File: src/rtl/uart_tx_fifo.sv
// Byte FIFO and flow control in front of a UART transmitter.
// Issues one DV pulse per byte and waits for the transmitter's Done before issuing the next.
module uart_tx_fifo #(
   parameter int DEPTH = 16,
   localparam int CNT_W = $clog2(DEPTH) + 1
) (
   input  logic             i_Clock,
   input  logic             i_Rst,
   input  logic             i_Wr_DV,
   input  logic [7:0]       i_Wr_Byte,
   output logic             o_Full,
   output logic             o_Empty,
   output logic [CNT_W-1:0] o_Count,
   output logic             o_Overflow,
   output logic             o_TX_DV,
   output logic [7:0]       o_TX_Byte,
   input  logic             i_TX_Active,
   input  logic             i_TX_Done
);

   localparam int PTR_W = $clog2(DEPTH);

   typedef enum logic [1:0] {S_IDLE, S_WAIT_DONE, S_GAP} state_t;

   logic [7:0]       mem [DEPTH];
   logic [PTR_W-1:0] wr_ptr_q, rd_ptr_q;
   logic [CNT_W-1:0] count_q, count_d;
   logic             full_q, empty_q, overflow_q, tx_dv_q;
   logic [7:0]       tx_byte_q;
   state_t           state_q, state_d;
   logic             wr_en, rd_en;

   // Full and empty are the registered flags, so same-cycle read/write never interact.
   assign wr_en = i_Wr_DV && !full_q;

   always_comb begin
      state_d = state_q;
      rd_en   = 1'b0;
      unique case (state_q)
         S_IDLE: begin
            if (!empty_q && !i_TX_Active) begin
               rd_en   = 1'b1;
               state_d = S_WAIT_DONE;
            end
         end
         S_WAIT_DONE: begin
            if (i_TX_Done) state_d = S_GAP;
         end
         S_GAP:   state_d = S_IDLE;
         default: state_d = S_IDLE;
      endcase
   end

   always_comb begin
      count_d = count_q;
      unique case ({wr_en, rd_en})
         2'b10:   count_d = count_q + CNT_W'(1);
         2'b01:   count_d = count_q - CNT_W'(1);
         default: count_d = count_q;
      endcase
   end

   always_ff @(posedge i_Clock) begin
      if (i_Rst) begin
         state_q    <= S_IDLE;
         wr_ptr_q   <= '0;
         rd_ptr_q   <= '0;
         count_q    <= '0;
         full_q     <= 1'b0;
         empty_q    <= 1'b1;
         overflow_q <= 1'b0;
         tx_dv_q    <= 1'b0;
         tx_byte_q  <= 8'h00;
      end else begin
         state_q    <= state_d;
         count_q    <= count_d;
         full_q     <= (count_d == CNT_W'(DEPTH));
         empty_q    <= (count_d == '0);
         overflow_q <= i_Wr_DV && full_q;
         tx_dv_q    <= rd_en;
         if (wr_en) wr_ptr_q <= wr_ptr_q + 1'b1;
         if (rd_en) begin
            rd_ptr_q  <= rd_ptr_q + 1'b1;
            tx_byte_q <= mem[rd_ptr_q];
         end
      end
   end

   // Storage is deliberately left out of reset.
   always_ff @(posedge i_Clock) begin
      if (wr_en && !i_Rst) mem[wr_ptr_q] <= i_Wr_Byte;
   end

   assign o_Full     = full_q;
   assign o_Empty    = empty_q;
   assign o_Count    = count_q;
   assign o_Overflow = overflow_q;
   assign o_TX_DV    = tx_dv_q;
   assign o_TX_Byte  = tx_byte_q;

endmodule

File: config.mk
export PLATFORM = sky130hd
export DESIGN_NAME = uart_tx_fifo
export DESIGN_NICKNAME = d
export VERILOG_FILES = /design/src/rtl/uart_tx_fifo.sv
export SDC_FILE = /design/constraint.sdc
export NUM_CORES = 1
export LEC_CHECK = 0
export CORE_MARGIN = 3
export CORE_UTILIZATION = 35
export CTS_CLUSTER_DIAMETER = 200
export DETAILED_ROUTE_END_ITERATION = 7
export PLACE_DENSITY_LB_ADDON = 0.3
export SYNTH_ARGS = -nofsm -noshare
export SYNTH_HDL_FRONTEND = slang
export SYNTH_SLANG_ARGS = --single-unit
File: constraint.sdc
create_clock -name i_Clock -period 5.9 [get_ports i_Clock]
set_input_delay 1.18 -clock i_Clock [delete_from_list [all_inputs] [get_ports i_Clock]]
set_output_delay 1.18 -clock i_Clock [all_outputs]
set_load 0.05 [all_outputs]
==> flow_summary.ini <==
[clocking]
post_cts_resized = 0
holdBufCountCts = 0
tritoncts = yes
postCtsSetupRepairBufs = 0
path_clk_slew_ps = 60
cts_buffers = 17
clock-root-buffer = clkbuf_16
cts.sinks = 155
clk_path_buf_depth = 2
clk_latency_ps = 420
cts_max_level = 4

[place]
portBuffers = 29
gp_congestion = 0.7832
dpl.hpwl_mm = 7.974

[final_layout]
nets = 396
drive_gt1_frac = 0.2031
nFillCells = 1477
diodes = 0
area_growth_pct = 17.31

[sta]
rsz0062_at_grt = no
relSlewSlack = 0.1425
clock-skew-final_ps = 9.963
fin_tns_setup_ps = 0
period_share = 0.6414
hold_viol = 0
worst_pin_slew_ps = 1276
whs_ps = 452.9
max_freq_ghz = 0.2643
final-setup-viol-count = 0
slew_viol_final = 0
fin_crit_ps = 3784

[synthesis]
synth_cells = 346
avgSynthCellArea_um2 = 17.76
synth_edf_count = 128
netlist.area_leader.share = 0.6257
synth_cell_types = 37
ys_ff_latch = 155
synthesis.nets = 366
yosys_warnings = 0
seq_area_frac_synth = 0.7136
async_flop_share = 0
yosysTopAreaCell = edfxtp_1
synth_common_cells = 128 x edfxtp_1, 40 x mux4_2, 30 x nand2_1, 27 x dfxtp_1, 27 x nor2_1
synthTopCellsByArea = edfxtp_1 63%, mux4_2 15%, dfxtp_1 8.8%
synth_ff_type = edfxtp_1
synth_most_common_cell = edfxtp_1
netlist_area_um2 = 6143

[worst_setup_path]
path_cells = clkdlybuf4s50_1, nor2b_1, inv_2, nor2_1, nand2_1, nor3_1
worstPathMaxFanout = 8
cp_num_cells = 6
critical_path_class = in2reg
crit_buf_inv = 2
r2r-start = o_Full
cp_top_family = simple AND/OR/NAND/NOR gates
slowest_stage = nor3_1
cp_data_arrival_time_ps = 3810
reg2regPathDepth = 5
cpPeakStageDelay_ps = 1000
cp.required_ps = 5930
startpoint = i_Wr_DV
endpoint_kind = flip-flop
start_kind = input pin

[route]
drt_iter0_drc = 221
drc = 0
vias = 3114
wl_mm = 12.30
ant_nets = 0
viasPerCell = 5.113
wl_per_cell_um = 20.20
drtPass1Iterations = 4

[die]
dieArea_um2 = 19180
coreArea_um2 = 16880
num_io_pins = 30
num_rows = 47
start_util = 0.3640
dieWidth_um = 138.5
die_y_um = 138.5

[power_and_ir_drop]
leakagePower_nw = 2.242
ir_drop_mv = 0.2238
power_density_nw_per_um2 = 390.3

[status]
status = finished, final reports clean

[global_route]
track_usage = 0.1342
grt_pass1_vias = 3100
grt_overflow = 0
grt_max_degree = 36
antenna_found_initial = 0
grt_pass1_wl_mm = 19.11

[worst_hold_path]
holdCritPathClass = reg2reg
worstHoldStart = o_TX_Byte[2]
hold_depth = 2

[flow_run]
cap_violations = 0
==> metrics by stage <==
stage | instance area (um2) | util | setup slack [ps] | cells | power, mW
2_1_floorplan | 6143 | - | 2380 | 346 | 1.661
3_3_place_gp | 6641 | 0.3935 | 1655 | 577 | 1.803
3_5_place_dp | 6641 | 0.3935 | 1630 | 577 | 1.808
4_1_cts | 7202 | 0.4267 | 2062 | 609 | 2.839
5_1_grt | 7207 | 0.4270 | 1865 | 609 | 2.930
6_report | 7207 | 0.4270 | 2116 | 609 | 2.813
==> final timing paths <==
path / to / slack (ps)
worst max-delay path: mem[3][3] / 2120
worst min-delay path: o_TX_Byte[2] / 450
worst max register to register: mem[3][3] / 3050
worst min register to register: o_TX_Byte[2] / 450
==> worst min-delay path, delay by kind of cell (launching register included) <==
kind               cells  cell delay, ps
DFF                    1             310
and+or+nand+nor        1              50
AOI/OAI and AO/OA      1              50
==> power by group <==
| part | switching [mW] | internal [mW] |
|---|---|---|
| combinational | 0.292 | 0.218 |
| sequential | 0.0424 | 1.23 |
| clock | 0.417 | 0.617 |
| total | 0.752 | 2.06 |
==> state kept, by name, summed over array words and instances (netlist names) <==
signal	flops
mem	128
o_TX_Byte	8
o_Count	5
rd_ptr_q	4
wr_ptr_q	4
state_q	2
o_Empty	1
o_Full	1
o_Overflow	1
o_TX_DV	1
==> metal layers <==
layer,global-route usage,up-vias,share of wire
met3,0.03833,7,0.065
li1,-,1413,-
met2,0.2012,97,0.48
met1,0.1911,1597,0.45
met4,0.04212,0,0.0077
met5,0,-,0
==> final cells by class <==
| cell class | instances | area, um2 | share of cell area |
|---|---|---|---|
| multi-input combinational | 163 | 1634 | 0.2267 |
| clock inverter | 13 | 127.6 | 0.01771 |
| tap | 220 | 275.3 | 0.03819 |
| clock buffer | 19 | 432.9 | 0.06007 |
| sequential | 155 | 4385 | 0.6085 |
| inverter | 7 | 38.79 | 0.005382 |
| timing repair buffer | 32 | 312.8 | 0.04340 |
==> cell usage in the layout, fill, tap and decap left out, types with 2 or more instances in the layout <==
master | netlist | final
ha_1 | 7 | 7
inv_1 | 5 | 5
nand3_1 | 2 | 2
nand2b_1 | 3 | 3
clkinv_4 | 0 | 2
clkinvlp_4 | 0 | 3
nor2b_1 | 2 | 2
clkinv_1 | 0 | 2
or3_1 | 2 | 2
clkdlybuf4s50_1 | 0 | 29
nor3_1 | 6 | 5
xor2_1 | 5 | 5
nand2_1 | 30 | 30
clkbuf_16 | 0 | 17
clkinv_2 | 0 | 4
nor2_1 | 27 | 27
a21oi_1 | 14 | 14
edfxtp_1 | 128 | 128
dfxtp_1 | 27 | 26
xnor2_1 | 6 | 6
nand4_1 | 3 | 3
mux4_2 | 40 | 40
clkbuf_1 | 13 | 2
buf_4 | 0 | 3
bufinv_16 | 0 | 2
mux2i_1 | 2 | 2
==> cell families (layout without fill, tap and decap cells) <==
kind of cell               Yosys count  count (layout)  synth area share
DFF                                155             155            0.7136
buffers and inverters               28              71           0.02118
muxes                               42              42            0.1499
AOI/OAI and AO/OA                   22              22           0.02403
and+or+nand+nor                     81              81           0.06130
xor gates and xnor gates            11              11           0.01568
adders and majority gates            7               7           0.01426
(Power assumes the default switching activity.)
